==> src/rtl/axi_native_pkg.sv <==
// Shared types and constants for the AXI read to LiteDRAM native-port bridge.
package axi_native_pkg;

   localparam int DATA_W     = 256;
   localparam int WORD_SHIFT = 5;

   localparam logic [1:0] RESP_OKAY    = 2'd0;
   localparam logic [1:0] RESP_SLVERR  = 2'd2;
   localparam logic [3:0] AXI_SIZE_32B = 4'd5;

   typedef enum logic [1:0] {
      FIXED = 2'd0,
      INCR  = 2'd1,
      WRAP  = 2'd2
   } burst_e;

   typedef struct packed {
      logic       id;
      logic [1:0] resp;
      logic       last;
   } rd_tag_t;

   // WRAP bursts are only legal for 2, 4, 8 or 16 beats.
   function automatic logic wrap_len_ok(input logic [7:0] len);
      return (len == 8'd1) || (len == 8'd3) || (len == 8'd7) || (len == 8'd15);
   endfunction

endpackage

==> src/rtl/rd_tag_fifo.sv <==
// In-order tag FIFO holding the R-channel attributes of every native read in flight.
module rd_tag_fifo
   import axi_native_pkg::*;
#(
   parameter int  DEPTH = 8,
   parameter type T     = rd_tag_t
) (
   input  logic clk,
   input  logic rst,
   input  logic push,
   input  T     push_data,
   input  logic pop,
   output T     head,
   output logic full,
   output logic empty
);

   localparam int PTR_W = $clog2(DEPTH);

   T                 mem [DEPTH];
   logic [PTR_W-1:0] wr_ptr;
   logic [PTR_W-1:0] rd_ptr;
   logic [PTR_W:0]   count;
   logic             do_push;
   logic             do_pop;

   // Full is judged on the current count only, so a same-cycle pop never frees a slot early.
   assign full    = (count == (PTR_W + 1)'(DEPTH));
   assign empty   = (count == '0);
   assign do_push = push && !full;
   assign do_pop  = pop && !empty;
   assign head    = mem[rd_ptr];

   always_ff @(posedge clk or posedge rst) begin
      if (rst) begin
         wr_ptr <= '0;
         rd_ptr <= '0;
         count  <= '0;
      end else begin
         if (do_push) wr_ptr <= wr_ptr + 1'b1;
         if (do_pop)  rd_ptr <= rd_ptr + 1'b1;
         case ({do_push, do_pop})
            2'b10:   count <= count + 1'b1;
            2'b01:   count <= count - 1'b1;
            default: count <= count;
         endcase
      end
   end

   always_ff @(posedge clk) begin
      if (do_push) mem[wr_ptr] <= push_data;
   end

endmodule

==> src/rtl/axi_rd_to_native.sv <==
// AXI4 read bursts to LiteDRAM native single-beat reads, with in-order R tagging.
// Define AXI_RD_R_SKID_EN for a registered 2-entry skid buffer on the R channel.
//
// state   | meaning
// S_IDLE  | waiting for an AR request, axi_ar_ready high
// S_ISSUE | issuing one native read per beat of the latched burst
module axi_rd_to_native
   import axi_native_pkg::*;
#(
   parameter int OUTSTANDING_DEPTH = 8
) (
   input  logic              clk,
   input  logic              rst,
   input  logic              axi_ar_valid,
   output logic              axi_ar_ready,
   input  logic [31:0]       axi_ar_payload_addr,
   input  logic [1:0]        axi_ar_payload_burst,
   input  logic [7:0]        axi_ar_payload_len,
   input  logic [3:0]        axi_ar_payload_size,
   input  logic              axi_ar_payload_id,
   output logic              axi_r_valid,
   input  logic              axi_r_ready,
   output logic              axi_r_last,
   output logic [DATA_W-1:0] axi_r_payload_data,
   output logic [1:0]        axi_r_payload_resp,
   output logic              axi_r_payload_id,
   output logic              native_cmd_valid,
   input  logic              native_cmd_ready,
   output logic              native_cmd_payload_we,
   output logic              native_cmd_payload_mw,
   output logic [31:0]       native_cmd_payload_addr,
   input  logic              rdata_valid,
   output logic              rdata_ready,
   input  logic [DATA_W-1:0] rdata_payload_data
);

   localparam logic [0:0] S_IDLE  = 1'b0;
   localparam logic [0:0] S_ISSUE = 1'b1;

   logic [0:0]  state;
   logic [31:0] addr_q;
   logic [8:0]  beats_q;
   logic [7:0]  len_q;
   burst_e      mode_q;
   logic        id_q;
   logic        err_q;

   logic        ar_fire;
   logic        cmd_fire;
   logic        ar_err;
   burst_e      ar_mode;
   logic [31:0] addr_inc;
   logic [31:0] wrap_mask;
   logic [31:0] addr_nxt;

   rd_tag_t     push_tag;
   rd_tag_t     head_tag;
   logic        tag_full;
   logic        tag_empty;
   logic        tag_pop;

   assign axi_ar_ready = (state == S_IDLE);
   assign ar_fire      = axi_ar_valid && axi_ar_ready;

   // Illegal bursts still issue every beat; unusable burst types fall back to INCR addressing.
   always_comb begin
      ar_err  = (axi_ar_payload_size != AXI_SIZE_32B) || (axi_ar_payload_burst == 2'd3) ||
                ((axi_ar_payload_burst == 2'd2) && !wrap_len_ok(axi_ar_payload_len));
      ar_mode = INCR;
      case (axi_ar_payload_burst)
         2'd0:    ar_mode = FIXED;
         2'd2:    ar_mode = wrap_len_ok(axi_ar_payload_len) ? WRAP : INCR;
         default: ar_mode = INCR;
      endcase
   end

   assign addr_inc  = addr_q + 32'd1;
   assign wrap_mask = {24'd0, len_q};

   always_comb begin
      addr_nxt = addr_inc;
      case (mode_q)
         FIXED:   addr_nxt = addr_q;
         WRAP:    addr_nxt = (addr_q & ~wrap_mask) | (addr_inc & wrap_mask);
         default: addr_nxt = addr_inc;
      endcase
   end

   assign native_cmd_valid        = (state == S_ISSUE) && !tag_full;
   assign native_cmd_payload_we   = 1'b0;
   assign native_cmd_payload_mw   = 1'b0;
   assign native_cmd_payload_addr = addr_q;
   assign cmd_fire                = native_cmd_valid && native_cmd_ready;

   assign push_tag = '{id:   id_q,
                       resp: (err_q ? RESP_SLVERR : RESP_OKAY),
                       last: (beats_q == 9'd1)};

   always_ff @(posedge clk or posedge rst) begin
      if (rst) begin
         state   <= S_IDLE;
         addr_q  <= '0;
         beats_q <= '0;
         len_q   <= '0;
         mode_q  <= INCR;
         id_q    <= 1'b0;
         err_q   <= 1'b0;
      end else begin
         case (state)
            S_IDLE: begin
               if (ar_fire) begin
                  addr_q  <= axi_ar_payload_addr >> WORD_SHIFT;
                  beats_q <= {1'b0, axi_ar_payload_len} + 9'd1;
                  len_q   <= axi_ar_payload_len;
                  mode_q  <= ar_mode;
                  id_q    <= axi_ar_payload_id;
                  err_q   <= ar_err;
                  state   <= S_ISSUE;
               end
            end
            S_ISSUE: begin
               if (cmd_fire) begin
                  addr_q  <= addr_nxt;
                  beats_q <= beats_q - 9'd1;
                  if (beats_q == 9'd1) state <= S_IDLE;
               end
            end
            default: state <= S_IDLE;
         endcase
      end
   end

   rd_tag_fifo #(
      .DEPTH (OUTSTANDING_DEPTH),
      .T     (rd_tag_t)
   ) u_tag_fifo (
      .clk       (clk),
      .rst       (rst),
      .push      (cmd_fire),
      .push_data (push_tag),
      .pop       (tag_pop),
      .head      (head_tag),
      .full      (tag_full),
      .empty     (tag_empty)
   );

`ifdef AXI_RD_R_SKID_EN
   logic              out_valid;
   logic              sk_valid;
   logic [DATA_W-1:0] out_data;
   logic [DATA_W-1:0] sk_data;
   rd_tag_t           out_tag;
   rd_tag_t           sk_tag;
   logic              in_fire;
   logic              out_fire;

   // A beat arriving with no tag outstanding is accepted and discarded.
   assign rdata_ready = !(out_valid && sk_valid);
   assign in_fire     = rdata_valid && rdata_ready && !tag_empty;
   assign tag_pop     = in_fire;
   assign out_fire    = out_valid && axi_r_ready;

   always_ff @(posedge clk or posedge rst) begin
      if (rst) begin
         out_valid <= 1'b0;
         sk_valid  <= 1'b0;
         out_data  <= '0;
         sk_data   <= '0;
         out_tag   <= '0;
         sk_tag    <= '0;
      end else if (out_fire || !out_valid) begin
         if (sk_valid) begin
            out_valid <= 1'b1;
            out_data  <= sk_data;
            out_tag   <= sk_tag;
            sk_valid  <= in_fire;
            if (in_fire) begin
               sk_data <= rdata_payload_data;
               sk_tag  <= head_tag;
            end
         end else begin
            out_valid <= in_fire;
            if (in_fire) begin
               out_data <= rdata_payload_data;
               out_tag  <= head_tag;
            end
         end
      end else if (in_fire) begin
         sk_valid <= 1'b1;
         sk_data  <= rdata_payload_data;
         sk_tag   <= head_tag;
      end
   end

   assign axi_r_valid        = out_valid;
   assign axi_r_payload_data = out_data;
   assign axi_r_last         = out_tag.last;
   assign axi_r_payload_resp = out_tag.resp;
   assign axi_r_payload_id   = out_tag.id;
`else
   rd_tag_t head_vis;

   assign head_vis           = tag_empty ? rd_tag_t'('0) : head_tag;
   assign axi_r_valid        = rdata_valid && !tag_empty;
   assign rdata_ready        = axi_r_ready || tag_empty;
   assign tag_pop            = axi_r_valid && axi_r_ready;
   assign axi_r_payload_data = rdata_payload_data;
   assign axi_r_last         = head_vis.last;
   assign axi_r_payload_resp = head_vis.resp;
   assign axi_r_payload_id   = head_vis.id;
`endif

endmodule

==> config.mk <==
export PLATFORM = sky130hd
export DESIGN_NAME = axi_rd_to_native
export DESIGN_NICKNAME = d
export VERILOG_FILES = /design/src/rtl/axi_native_pkg.sv /design/src/rtl/rd_tag_fifo.sv /design/src/rtl/axi_rd_to_native.sv
export SDC_FILE = /design/constraint.sdc
export NUM_CORES = 1
export LEC_CHECK = 0
export CORE_AREA = 2 2 235 237
export DETAILED_ROUTE_END_ITERATION = 8
export DIE_AREA = 0 0 237 239
export SETUP_SLACK_MARGIN = 0.4
export SLEW_MARGIN = 20
export SYNTH_ARGS = -nofsm -noshare
export SYNTH_HDL_FRONTEND = slang
export SYNTH_SLANG_ARGS = --single-unit
==> constraint.sdc <==
create_clock -name clk -period 3.7 [get_ports clk]
set_input_delay 0.555 -clock clk [delete_from_list [all_inputs] [get_ports clk]]
set_output_delay 0.555 -clock clk [all_outputs]
set_load 0.005 [all_outputs]
==> summary.txt <==
Clocking
  – Hold buffers post-CTS: 0
  – Root buffer cell: clkbuf_16
  – Clock net sink count: 88
  – Post-CTS Setup Bufs: 0
  – Post_cts resized: 0
  – CTS Buf Count: 9
  – CTS max path bufs: 2
  – Worst-Skew Late Latency: 0.37 ns
  – H-tree lvl count: 3
  – CTS tree: built
  – Clock transition at path regs: 0.07 ns

Critical path
  – Worst setup EP type: register
  – WP data arrival: 3.11 ns
  – Kind of critical path: reg -> reg
  – Critical Path Source Type: register
  – R2R depth: 11
  – Max Fanout on Critical Path: 11
  – Required time of the worst setup path: 3.95 ns

Cells and area
  – Share of layout cells above drive strength 1: 0.0921
  – # fillers: 6115
  – Final nets: 912
  – Final instance area: 6960 sq um
  – Area Overhead vs Synth: 1.44%
  – N_diodes: 0

Global routing
  – Initial antenna violation count: 0
  – First-pass GRT wire length: 33.2 mm
  – Remaining Overflow, GRT: 0
  – Largest net degree at the start of global routing: 40
  – Vias in the first global route: 4511
  – GRT Total Usage: 0.0831

Floorplanning
  – Die width: 237 um
  – Core area: 54300 sq um
  – Die area: 56600 sq um
  – Initial Util: 0.126
  – Die Span Y: 239 um
  – I/O pin cnt: 607
  – Row count: 86

Synth
  – Number of flops mapped to enable cells by yosys: 24
  – Synth area leaders: buf_4 28%, dfrtp_1 23%, edfxtp_1 11%
  – Post-synth top area share: 0.283
  – Most numerous cell in the Yosys netlist: buf_4
  – Syn avg cell area: 8.96 sq um
  – Seq/Total Area, Yosys: 0.339
  – Cells after synthesis: 766
  – Unique masters post-synth: 67
  – Ys async rst share: 0.727
  – Ys flop type: dfrtp_1
  – Synth area leader: buf_4
  – Ys Warns: 0
  – Synth top cells by count: 259 x buf_4, 63 x dfrtp_1, 57 x o21ai_0, 55 x nand2_1, 38 x nor2_1
  – Yosys reg bits: 88
  – Synthesized cell area: 6860 sq um

Run status
  – Run status: completed

Placement
  – Port Buf Inserts: 86
  – Post-DP HPWL: 19.4 mm
  – Placed Area: 6650 sq um
  – Pre-CTS WS: 0.722 ns
  – Routability congestion estimate from global placement: 0.748

STA
  – Final Hold Fails: 0
  – Fmax: 349 MHz
  – Setup TNS: 0 ns
  – Final setup fails: 0
  – Slew Limit Headroom: 0.308
  – RSZ-0062 raised after global routing: no
  – Post-route minimum period: 2.87 ns
  – Final count of pins violating max slew: 0
  – Slew @ Worst Pin: 1.04 ns
  – Setup ws final: 0.832 ns
  – Worst Skew: 0.00845 ns
  – Period utilization: 0.775

Routing
  – Routed wire per std cell: 18.6 um
  – DR vias: 4718
  – 1st-iter DRT viols: 317
  – Drt pass-1 iters: 5
  – Routed wire length: 24.2 mm
  – Vias per cell: 3.63
  – Final ANT Viol Nets: 0
  – DRC errors left: 0

Min path
  – Hold Crit Class: reg -> reg
  – Worst hold stages: 2

Power
  – Static leakage: 0.00251 uW
  – Final total power: 4180 uW
  – Pwr/cell area: 601 nW/um^2
  – Peak supply drop: 0.208 mV

Job
  – Max-cap viol count: 0
[stage by stage]
stage | cells | hold WS, ns | utilization
after global routing | 1301 | 0.519 | 0.128
after floorplan | 768 | 0.446 | -
after CTS | 1301 | 0.490 | 0.128
after global placement | 1285 | 0.466 | 0.122
final | 1301 | 0.490 | 0.128
after detailed placement | 1285 | 0.462 | 0.122
[where the power goes]
group	switching [uW]	internal, uW
registers	420	1320
clock network	454	541
logic	717	733
total	1590	2590
[flip-flops by register name, summed over array words and instances, names as in the netlist, named ones only]
signal and flops:
len_q 8, u_tag_fifo.count 4, mode_q 2, beats_q 9
u_tag_fifo.wr_ptr 3, u_tag_fifo.mem 24, u_tag_fifo.rd_ptr 3, id_q 1
err_q 1, native_cmd_payload_addr 25, state 1
[path summary, 6_finish.rpt]
| kind | slack (ns) | startpoint | to |
|---|---|---|---|
| worst max-delay path | 0.83 | u_tag_fifo.count[0]$_DFFE_PP0P_ | u_tag_fifo.count[3]$_DFFE_PP0P_ |
| worst min-delay path | 0.49 | len_q[7]$_DFFE_PP0P_ | len_q[7]$_DFFE_PP0P_ |
| worst max register to register | 0.83 | u_tag_fifo.count[0]$_DFFE_PP0P_ | u_tag_fifo.count[3]$_DFFE_PP0P_ |
| worst min register to register | 0.49 | len_q[7]$_DFFE_PP0P_ | len_q[7]$_DFFE_PP0P_ |
| max in group asynchronous | 2.43 | rst | mode_q[0]$_DFFE_PP1P_ |
| min in group asynchronous | 0.52 | rst | u_tag_fifo.rd_ptr[2]$_DFFE_PP0P_ |
[layout by cell type (no fill, tap or decap), types with 5 or more instances in the layout]
| cell | netlist | routed |
|---|---|---|
| clkdlybuf4s50_1 | 0 | 86 |
| mux4_2 | 6 | 6 |
| inv_1 | 18 | 17 |
| xnor2_1 | 10 | 10 |
| edfxtp_1 | 24 | 24 |
| buf_4 | 259 | 11 |
| o2bb2ai_1 | 6 | 6 |
| nand2b_1 | 8 | 8 |
| mux2_2 | 6 | 6 |
| a21oi_1 | 29 | 28 |
| nand3_1 | 16 | 16 |
| and3_1 | 10 | 10 |
| xor2_1 | 9 | 9 |
| ha_1 | 10 | 10 |
| dfrtp_1 | 63 | 63 |
| and2_1 | 5 | 5 |
| nor4_1 | 9 | 9 |
| a31oi_1 | 9 | 9 |
| nand4_1 | 5 | 5 |
| clkbuf_16 | 0 | 9 |
| mux2i_1 | 6 | 6 |
| nand2_1 | 55 | 55 |
| a32oi_1 | 7 | 7 |
| o21ai_0 | 57 | 57 |
| nor2_1 | 38 | 38 |
| a22oi_1 | 7 | 7 |
| nor3_1 | 11 | 11 |
[worst max-delay path: stages (launching register included)]
cell and delay (ns):
dfrtp_1 0.46, nor4b_1 0.50, nor2_1 0.10, buf_4 0.18, inv_1 0.28, ha_1 0.28, ha_1 0.25, a21o_1 0.18
a21oi_1 0.18, xnor2_1 0.14, nor2_1 0.07, xor2_1 0.14
[routing by layer]
layer  GRT usage  share of wire
met1      0.0814           0.34
met2       0.133           0.48
met3      0.0518           0.13
met4      0.0489          0.047
met5     0.00173              0
[layout make-up]
cell class / instances / area (sq um) / area share
clock buffers: 9 / 225 / 0.0324
clock inverters: 7 / 86.3 / 0.0124
flip-flops and latches: 88 / 2320 / 0.334
well taps: 704 / 881 / 0.127
multi-input cells: 377 / 2430 / 0.349
inverters: 19 / 71.3 / 0.0102
repair buffers: 97 / 943 / 0.136
[cell families (layout without fill, tap and decap cells)]
logic type	Yosys count	after routing	share of synthesized area
adder cells (fa/ha/maj)	11	11	0.0211
flip-flops	88	88	0.339
AO/OA/AOI/OAI	143	143	0.129
other	1	3	0.000546
XOR/XNOR	19	19	0.0242
AND/OR/NAND/NOR	183	183	0.139
buffers and inverters	303	132	0.309
multiplexers	18	18	0.0383
No activity file was read; power rests on OpenSTA's default activity.
